$ cat src/rtl/mem_responder_pkg.sv
// Shared types and sizing helpers for the multicycle memory responder.
package mem_pkg;

  localparam int WORD_W = 32;

  typedef enum logic [1:0] {
    MEM_IDLE,
    MEM_WAIT,
    MEM_RESP
  } mem_state_t;

  // Word-index width for a given depth; never narrower than one bit.
  function automatic int idx_width(input int depth);
    return (depth > 1) ? $clog2(depth) : 1;
  endfunction

endpackage

$ cat src/rtl/mem_responder_if.sv
// Request/response channel between a memory requester (master) and the responder (slave).
interface mem_responder_if;
  import mem_pkg::*;

  logic              req_valid;
  logic              req_ready;
  logic              req_we;
  logic [WORD_W-1:0] req_addr;
  logic [WORD_W-1:0] req_wdata;
  logic              rsp_valid;
  logic              rsp_ready;
  logic [WORD_W-1:0] rsp_rdata;
  logic              rsp_err;

  modport master (
    output req_valid, req_we, req_addr, req_wdata, rsp_ready,
    input  req_ready, rsp_valid, rsp_rdata, rsp_err
  );

  modport slave (
    input  req_valid, req_we, req_addr, req_wdata, rsp_ready,
    output req_ready, rsp_valid, rsp_rdata, rsp_err
  );

endinterface

$ cat src/rtl/mem_responder_wait_counter.sv
// Loadable down-counter that paces the WAIT state; the zero flag ends the wait.
module mem_wait_counter #(
  parameter  int WAIT_STATES = 2,
  localparam int CNT_W       = (WAIT_STATES > 0) ? $clog2(WAIT_STATES + 1) : 1
) (
  input  logic clock,
  input  logic reset,
  input  logic load_i,
  input  logic en_i,
  output logic zero_o
);

  logic [CNT_W-1:0] cnt_q, cnt_d;

  always_comb begin
    cnt_d = cnt_q;
    if (load_i)
      cnt_d = CNT_W'(WAIT_STATES);
    else if (en_i && (cnt_q != '0))
      cnt_d = cnt_q - 1'b1;
  end

  always_ff @(posedge clock or posedge reset) begin
    if (reset) cnt_q <= '0;
    else       cnt_q <= cnt_d;
  end

  assign zero_o = (cnt_q == '0);

endmodule

$ cat src/rtl/mem_responder.sv
// Multicycle word memory target with programmable wait states.
// Define MEM_MISALIGN_TRAP_EN to reject addresses with addr[1:0] != 0.
module mem_responder
  import mem_pkg::*;
#(
  parameter int DEPTH_WORDS = 64,
  parameter int WAIT_STATES = 2
) (
  input  logic            clock,
  input  logic            reset,
  mem_responder_if.slave  bus_io
);

  localparam int IDX_W = idx_width(DEPTH_WORDS);

  mem_state_t        state_q, state_d;
  logic              req_ready, rsp_valid, accept, exec, cnt_zero;
  logic              we_q;
  logic [WORD_W-1:0] addr_q, wdata_q;
  logic [WORD_W-1:0] rdata_q;
  logic              err_q;
  logic              acc_err;
  logic [IDX_W-1:0]  idx;
  logic [WORD_W-1:0] mem_q [DEPTH_WORDS];

  mem_wait_counter #(.WAIT_STATES(WAIT_STATES)) u_wait (
    .clock  (clock),
    .reset  (reset),
    .load_i (accept),
    .en_i   (state_q == MEM_WAIT),
    .zero_o (cnt_zero)
  );

  always_ff @(posedge clock or posedge reset) begin
    if (reset) state_q <= MEM_IDLE;
    else       state_q <= state_d;
  end

  always_comb begin
    state_d = state_q;
    case (state_q)
      MEM_IDLE: if (bus_io.req_valid) state_d = MEM_WAIT;
      MEM_WAIT: if (cnt_zero)         state_d = MEM_RESP;
      MEM_RESP: if (bus_io.rsp_ready) state_d = MEM_IDLE;
      default:                        state_d = MEM_IDLE;
    endcase
  end

  always_comb begin
    req_ready = (state_q == MEM_IDLE);
    rsp_valid = (state_q == MEM_RESP);
    accept    = req_ready & bus_io.req_valid;
    exec      = (state_q == MEM_WAIT) & cnt_zero;
  end

  // Request fields are pure data: captured at acceptance, never reset.
  always_ff @(posedge clock) begin
    if (accept) begin
      we_q    <= bus_io.req_we;
      addr_q  <= bus_io.req_addr;
      wdata_q <= bus_io.req_wdata;
    end
  end

  assign idx = addr_q[IDX_W+1:2];

`ifdef MEM_MISALIGN_TRAP_EN
  assign acc_err = (|addr_q[WORD_W-1:IDX_W+2]) | (|addr_q[1:0]);
`else
  logic unused_lsb;
  assign unused_lsb = ^addr_q[1:0];
  assign acc_err    = |addr_q[WORD_W-1:IDX_W+2];
`endif

  always_ff @(posedge clock) begin
    if (exec && we_q && !acc_err)
      mem_q[idx] <= wdata_q;
  end

  // Response registers only change on the execute edge, so they hold through RESP.
  always_ff @(posedge clock or posedge reset) begin
    if (reset) begin
      rdata_q <= '0;
      err_q   <= 1'b0;
    end else if (exec) begin
      err_q   <= acc_err;
      rdata_q <= (acc_err || we_q) ? '0 : mem_q[idx];
    end
  end

  assign bus_io.req_ready = req_ready;
  assign bus_io.rsp_valid = rsp_valid;
  assign bus_io.rsp_rdata = rdata_q;
  assign bus_io.rsp_err   = err_q;

endmodule

$ cat src/flat_wrapper.sv
// flat-port wrapper written by rule: the top's interface ports become plain ports
module mem_responder_flat import mem_pkg::*;
#(
  parameter int DEPTH_WORDS = 64,
  parameter int WAIT_STATES = 2
)
  (clock, reset, bus_io_req_valid, bus_io_req_we, bus_io_req_addr, bus_io_req_wdata, bus_io_rsp_ready, bus_io_req_ready, bus_io_rsp_valid, bus_io_rsp_rdata, bus_io_rsp_err);
  mem_responder_if bus_io_i ();
  input  logic clock;
  input  logic reset;
  input wire logic [$bits(bus_io_i.req_valid)-1:0] bus_io_req_valid;
  input wire logic [$bits(bus_io_i.req_we)-1:0] bus_io_req_we;
  input wire logic [$bits(bus_io_i.req_addr)-1:0] bus_io_req_addr;
  input wire logic [$bits(bus_io_i.req_wdata)-1:0] bus_io_req_wdata;
  input wire logic [$bits(bus_io_i.rsp_ready)-1:0] bus_io_rsp_ready;
  output wire logic [$bits(bus_io_i.req_ready)-1:0] bus_io_req_ready;
  output wire logic [$bits(bus_io_i.rsp_valid)-1:0] bus_io_rsp_valid;
  output wire logic [$bits(bus_io_i.rsp_rdata)-1:0] bus_io_rsp_rdata;
  output wire logic [$bits(bus_io_i.rsp_err)-1:0] bus_io_rsp_err;
  assign bus_io_i.req_valid = bus_io_req_valid;
  assign bus_io_i.req_we = bus_io_req_we;
  assign bus_io_i.req_addr = bus_io_req_addr;
  assign bus_io_i.req_wdata = bus_io_req_wdata;
  assign bus_io_i.rsp_ready = bus_io_rsp_ready;
  assign bus_io_req_ready = bus_io_i.req_ready;
  assign bus_io_rsp_valid = bus_io_i.rsp_valid;
  assign bus_io_rsp_rdata = bus_io_i.rsp_rdata;
  assign bus_io_rsp_err = bus_io_i.rsp_err;
  mem_responder #(.DEPTH_WORDS(DEPTH_WORDS), .WAIT_STATES(WAIT_STATES)) u_core (.clock(clock), .reset(reset), .bus_io(bus_io_i));
endmodule
$ cat config.mk
export PLATFORM = sky130hd
export DESIGN_NAME = mem_responder_flat
export DESIGN_NICKNAME = d
export VERILOG_FILES = /design/src/rtl/mem_responder_pkg.sv /design/src/rtl/mem_responder_if.sv /design/src/rtl/mem_responder_wait_counter.sv /design/src/rtl/mem_responder.sv /design/src/flat_wrapper.sv
export SDC_FILE = /design/constraint.sdc
export NUM_CORES = 2
export LEC_CHECK = 0
export CAP_MARGIN = 20
export CORE_MARGIN = 5
export CORE_UTILIZATION = 34
export CTS_CLUSTER_SIZE = 30
export DETAILED_ROUTE_END_ITERATION = 10
export PLACE_DENSITY = 0.55
export SLEW_MARGIN = 20
export SYNTH_ARGS = -nofsm -noshare
export SYNTH_HDL_FRONTEND = slang
export SYNTH_SLANG_ARGS = --single-unit
$ cat constraint.sdc
create_clock -name clock -period 4.1 [get_ports clock]
set_input_delay 0.82 -clock clock [delete_from_list [all_inputs] [get_ports clock]]
set_output_delay 0.82 -clock clock [all_outputs]
set_load 0.05 [all_outputs]
# After elaboration in Yosys (flattened, before gate mapping)
# Memory sizes are Yosys's and may differ from the RTL's. A register that Yosys moved wholly into a read port is not among the register bits.
# Index checks and enable logic that the tools add are counted.
dict set report totals {
  reg_bits 102
  ram_bits 2048
  inputBits 69
  output_inout_bits 35
  elab_cells 37
  memories 1
}
# memory depth width rd rd_ports_with_merged_regs write_ports line_no
set mem_list {}
lappend mem_list {u_core.mem_q 64 32 1 1 1 mem_responder.sv:24} ;# logic [WORD_W-1:0] mem_q [DEPTH_WORDS];
dict set report classes {
  addsub 1
  eq_ne 5
  n_mux 10
  bitwise_logic 2
  n_reduce_logical 11
}
# cell n
set op_table {}
lappend op_table {{2-to-1 mux 32 bit} 1}
lappend op_table {{OR reduction 24 bit} 1}
lappend op_table {{2-to-1 mux 2 bit} 5}
lappend op_table {{2-to-1 mux 6 bit} 1}
lappend op_table {{case mux 2 bit (3 select lines)} 1}
lappend op_table {{zero test 2 bit} 2}
lappend op_table {{inequality test 2 bit (second input constant)} 2}
lappend op_table {{nonzero test 2 bit} 2}
lappend op_table {{logical AND 1 bit} 3}
lappend op_table {{AND reduction 3 bit} 1}
lappend op_table {{AND 1 bit} 2}
lappend op_table {{equality test 2 x 1 -> 1 bit (second input constant)} 1}
lappend op_table {{equality test 2 bit (second input constant)} 1}
lappend op_table {{2-to-1 mux 1 bit} 2}
lappend op_table {{inequality test 2 x 1 -> 1 bit (second input constant)} 1}
lappend op_table {{subtractor 2 x 1 -> 2 bit (second input constant)} 1}
lappend op_table {{zero test 1 bit} 1}
lappend op_table {{logical OR 1 bit} 1}

# Longest topological paths before layout
dict set report logic_depth {
  ltp_word 6
  ltp_mapped 10
}

# Modules after synthesis
# A second synthesis with hierarchy kept.
dict set report unflattened {
  hier_cells 3621
  hier_area_um2 81545.7
}
# module instances cells_per_inst area_per_inst_um2 seq_area_each_um2
set modules_own_cells {}
lappend modules_own_cells {mem_responder 1 3608 81418.1 64386.8}
lappend modules_own_cells {mem_wait_counter 1 13 127.6 50.0}

# Worst setup path after synthesis
# No wires, ideal clock.
dict set report synth_timing {
  kind {register to register}
  start {register u_core.state_q[0]}
  end {register with a tool-made name}
  setup_ns 0.126
  t_arrival_ns 3.765
  required_time_ns 3.974
  slack_ns 0.209
  stages_incl_launch_ff 6
  n_path_buf 2
  synth_period_minus_slack_ns 3.891
  cell_sequence {dfrtp_1 -> clkbuf_2 -> nor2_1 -> and2_1 -> clkbuf_1 -> mux2_2}
}
# item line_no
set synth_rtl {}
lappend synth_rtl {{start, declared} mem_responder.sv:16} ;# mem_state_t state_q, state_d;
lappend synth_rtl {{start signal, assigned} mem_responder.sv:36} ;# else state_q <= state_d;

# Final worst setup path
dict set report layout_timing {
  start {register u_core.state_q[0]}
  end {output bus_io_rsp_valid}
}
dict set report layout_between {
  elab_chain_cells 1
}
# item line_no
set layout_lines {}
lappend layout_lines {{equality test 2 bit} mem_responder.sv:51} ;# rsp_valid = (state_q == MEM_RESP);
lappend layout_lines {{end, declared} flat_wrapper.sv:17} ;# output wire logic [$bits(bus_io_i.rsp_valid)-1:0] bus_io_rsp_valid;
# No other way between the ends.

==> summary.md <==
- 0 — number of synthesis warnings
- u_core.bus_io.rsp_rdata[3] — r2r endpoint
- 29.1% — share of layout cells above drive strength 1
- 101 — count of input and output buffers
- sky130_fd_sc_hd__edfxtp_1 — Synth Flop Type
- 301 mm — first-pass GRT wire length
- 2.30 ns — data arrival time of the worst path
- sky130_fd_sc_hd__edfxtp_1 — leading area contributor after synthesis
- 38,600 — DR vias
- primary output — category of the worst setup path capture point
- 0 — hold buffer count at CTS
- 212 mm — routed wire length
- 2,154 — clock sink count
- 17.5% — Area Growth Syn to Fin
- 0 — max-cap viol count
- in -> async — Hold Crit Class
- 29.5 nW — static power due to leakage
- 3 — CTS Buffer Depth
- 104 — number of top-level pins
- 1.04 ns — reg-to-reg slack, setup
- 0.0552 W — Pwr Total
- 14.4 mm — routed length on met3
- 0.84 ns — Skew-Pair Late Insertion Delay
- reg -> out — WS Path Type
- 5.28 — drt via density
- 39,600 — vias in the first global route
- 41 — count of different cell masters after synthesis
- 250,000 sq um — area of the die
- 0 — Hold Fails Final Rpt
- built — CTS tree
- 81 — maximum number of pins on one net before global-route repair
- 0 — post-detailed-route count of antenna-violating nets
- 21,100 — total of fill cells in the finished design
- met5 — top sig layer
- 12 — number of antenna violations at the first check in global routing
- 16.8% — global-route total usage across every layer
- 0.794 — Placer Congestion
- 4 — CTS H-tree lvls
- sky130_fd_sc_hd__clkbuf_16 — clock root buffer
- 4,712 — Iteration-0 DRC Markers
- 0.06 ns — post-CTS clock slew at the launch and capture registers of the worst setup and hold paths
- 77.7% — portion of synthesized cell area occupied by the leading cell type
- 7,313 — Final Instance Count excl. Fillers
- 406 uV — largest vdd supply drop
- 5 — number of iterations in the first detailed-routing pass
- 179 — cell row count
- 3.28 ns — data required time at the worst endpoint
- 576 nW/um^2 — P per Cell Area
- 3,622 — Syn Inst Count
- 99.6 mm — met2 routed WL
- sky130_fd_sc_hd__edfxtp_1 78%, sky130_fd_sc_hd__mux4_2 13%, sky130_fd_sc_hd__mux2_2 1.8% — main area contributors after synthesis
- 29.0 um — WL/cell
- 0 ns — Setup TNS
- 34.2% — starting utilization of the core area
- 500 um — Die Ht
- 2,154 — count of state elements after synthesis
- 0 — final setup fails
- 320 MHz — highest achievable clock rate
- false — unrepaired setup endpoints after global routing
- 3.12 ns — clock period minus final worst setup slack
- 238,000 sq um — placeable core region
- 6,908 — Placed Cells
- 213 — number of buffers created by CTS
- 32.8% — Max-Slew Margin vs Limit
- 0 — detailed-route DRC error count
- 0 — Final Max Slew Viols
- 76.2% — final cycle utilization of the critical path
- 2,111 — number of enable flip-flop cells after synthesis
- 500 um — Die Span X
- 91.3 mm — Post-Route M1 WL
- 7 — cell count of the worst reg-to-reg path
- 121 mm — sum of net half-perimeters after detailed placement
- 4,026 — Nets
- register — type of element launching the critical path
- 81,600 sq um — mapped cell area
- 22.5 sq um — Mean Syn Cell Area
- 7 — highest net fanout along the worst path
- 1.72% — fraction of registers with async set or reset after synthesis
- completed — run status
- 79.0% — Seq/Total Area, Yosys
- 0 — overflow left after global routing
- 0 — count of buffers added by post-CTS timing repair for setup
- 0.0582 ns — worst clock skew
- 0 — post-cts gate resize count
- 3,692 — Syn Nets
- 1.00 ns — slew of the pin with the lowest slew margin
[cell usage after synthesis, types with 10 or more instances]
cell type	count
sky130_fd_sc_hd__buf_4	30
sky130_fd_sc_hd__clkbuf_1	85
sky130_fd_sc_hd__o31ai_1	32
sky130_fd_sc_hd__dfrtp_1	37
sky130_fd_sc_hd__nand3_1	98
sky130_fd_sc_hd__a221oi_1	64
sky130_fd_sc_hd__mux4_2	480
sky130_fd_sc_hd__nand2_1	171
sky130_fd_sc_hd__nor2_1	105
sky130_fd_sc_hd__mux2_2	134
sky130_fd_sc_hd__o22a_1	31
sky130_fd_sc_hd__buf_2	62
sky130_fd_sc_hd__buf_1	10
sky130_fd_sc_hd__buf_6	11
sky130_fd_sc_hd__mux2i_1	33
sky130_fd_sc_hd__edfxtp_1	2111
sky130_fd_sc_hd__a22oi_1	65
[layout make-up]
| cell class | instances | area [sq um] | share of cell area, % |
|---|---|---|---|
| clock inverter | 130 | 1170 | 1.22 |
| inverter | 6 | 22.5 | 0.0235 |
| multi-input combinational | 1263 | 16600 | 17.3 |
| antenna | 6 | 15.0 | 0.0157 |
| timing repair buffer | 318 | 3950 | 4.12 |
| clock buffer | 269 | 5630 | 5.87 |
| sequential | 2154 | 64500 | 67.3 |
| tap | 3167 | 3960 | 4.14 |
[metal layers]
metal,global-route usage (%),vias to the layer above
met5,0,-
met3,2.87,268
li1,-,16000
met1,24.2,20900
met4,5.41,2
met2,26.2,1429
[layout by cell type, fill, tap and decap left out, types with 52 or more instances in the layout]
cell type / netlist / layout
sky130_fd_sc_hd__nand3_1: 98 / 98
sky130_fd_sc_hd__buf_4: 30 / 112
sky130_fd_sc_hd__buf_12: 0 / 104
sky130_fd_sc_hd__clkdlybuf4s50_1: 0 / 101
sky130_fd_sc_hd__a221oi_1: 64 / 64
sky130_fd_sc_hd__clkbuf_16: 0 / 217
sky130_fd_sc_hd__clkinv_1: 0 / 54
sky130_fd_sc_hd__a22oi_1: 65 / 65
sky130_fd_sc_hd__mux4_2: 480 / 480
sky130_fd_sc_hd__clkbuf_1: 85 / 52
sky130_fd_sc_hd__mux2_2: 134 / 134
sky130_fd_sc_hd__nor2_4: 0 / 66
sky130_fd_sc_hd__edfxtp_1: 2111 / 2111
sky130_fd_sc_hd__nand2_1: 171 / 171
[through the flow]
stage / worst slack [ns] / hold WS [ns] / area [sq um] / utilization (%)
final: 0.977 / 0.430 / 95800 / 40.2
after CTS: 0.905 / 0.397 / 95800 / 40.2
after global placement: 1.01 / 0.469 / 89000 / 37.3
after detailed placement: 1.03 / 0.470 / 89000 / 37.4
after global routing: 0.875 / 0.459 / 95800 / 40.2
after floorplan: 0.209 / 0.473 / 81600 / -
[cell families (layout without fill, tap and decap cells)]
group                    Yosys count  in the layout  share of synthesized area, %
multiplexers                     647            647                          15.5
adder cells (fa/ha/maj)            1              1                        0.0153
AND/OR/NAND/NOR                  416            416                          2.23
buffers and inverters            205            723                          1.28
flip-flops                      2154           2154                          79.0
other                              0              6                             0
AO/OA/AOI/OAI                    199            199                          1.97
[worst max-delay path, stage by stage, from the launching register on]
cell	delay [ns]
sky130_fd_sc_hd__dfrtp_1	0.44
sky130_fd_sc_hd__nand2b_1	0.18
sky130_fd_sc_hd__inv_1	0.05
sky130_fd_sc_hd__clkdlybuf4s50_1	0.80
[flip-flops by register name (all words and copies together) (netlist names), named ones only]
register,cells
u_core.state_q,2
u_core.we_q,1
u_core.wdata_q,32
u_core.bus_io.rsp_err,1
u_core.u_wait.cnt_q,2
u_core.bus_io.rsp_rdata,32
u_core.addr_q,30
u_core.mem_q,2048
[power by group]
| group | switching [W] | internal (W) | total, W |
|---|---|---|---|
| clock network | 0.00828 | 0.0107 | 0.0190 |
| registers | 0.000274 | 0.0252 | 0.0255 |
| logic | 0.00666 | 0.00407 | 0.0107 |
| total | 0.0152 | 0.0400 | 0.0552 |
[how the worst max path moves through the flow]
stage / startpoint / to / slack (ns) / depth (start not counted)
2_1_floorplan: u_core.state_q[0] / register / 0.21 / 5
3_3_place_gp: register / u_core.bus_io.rsp_rdata[3] / 1.01 / 6
3_5_place_dp: register / u_core.bus_io.rsp_rdata[3] / 1.03 / 6
4_1_cts: u_core.state_q[0] / bus_io_rsp_valid / 0.90 / 3
5_1_grt: u_core.state_q[0] / bus_io_rsp_valid / 0.88 / 3
6_report: u_core.state_q[0] / bus_io_rsp_valid / 0.98 / 3
No activity file was read; power rests on OpenSTA's default activity.
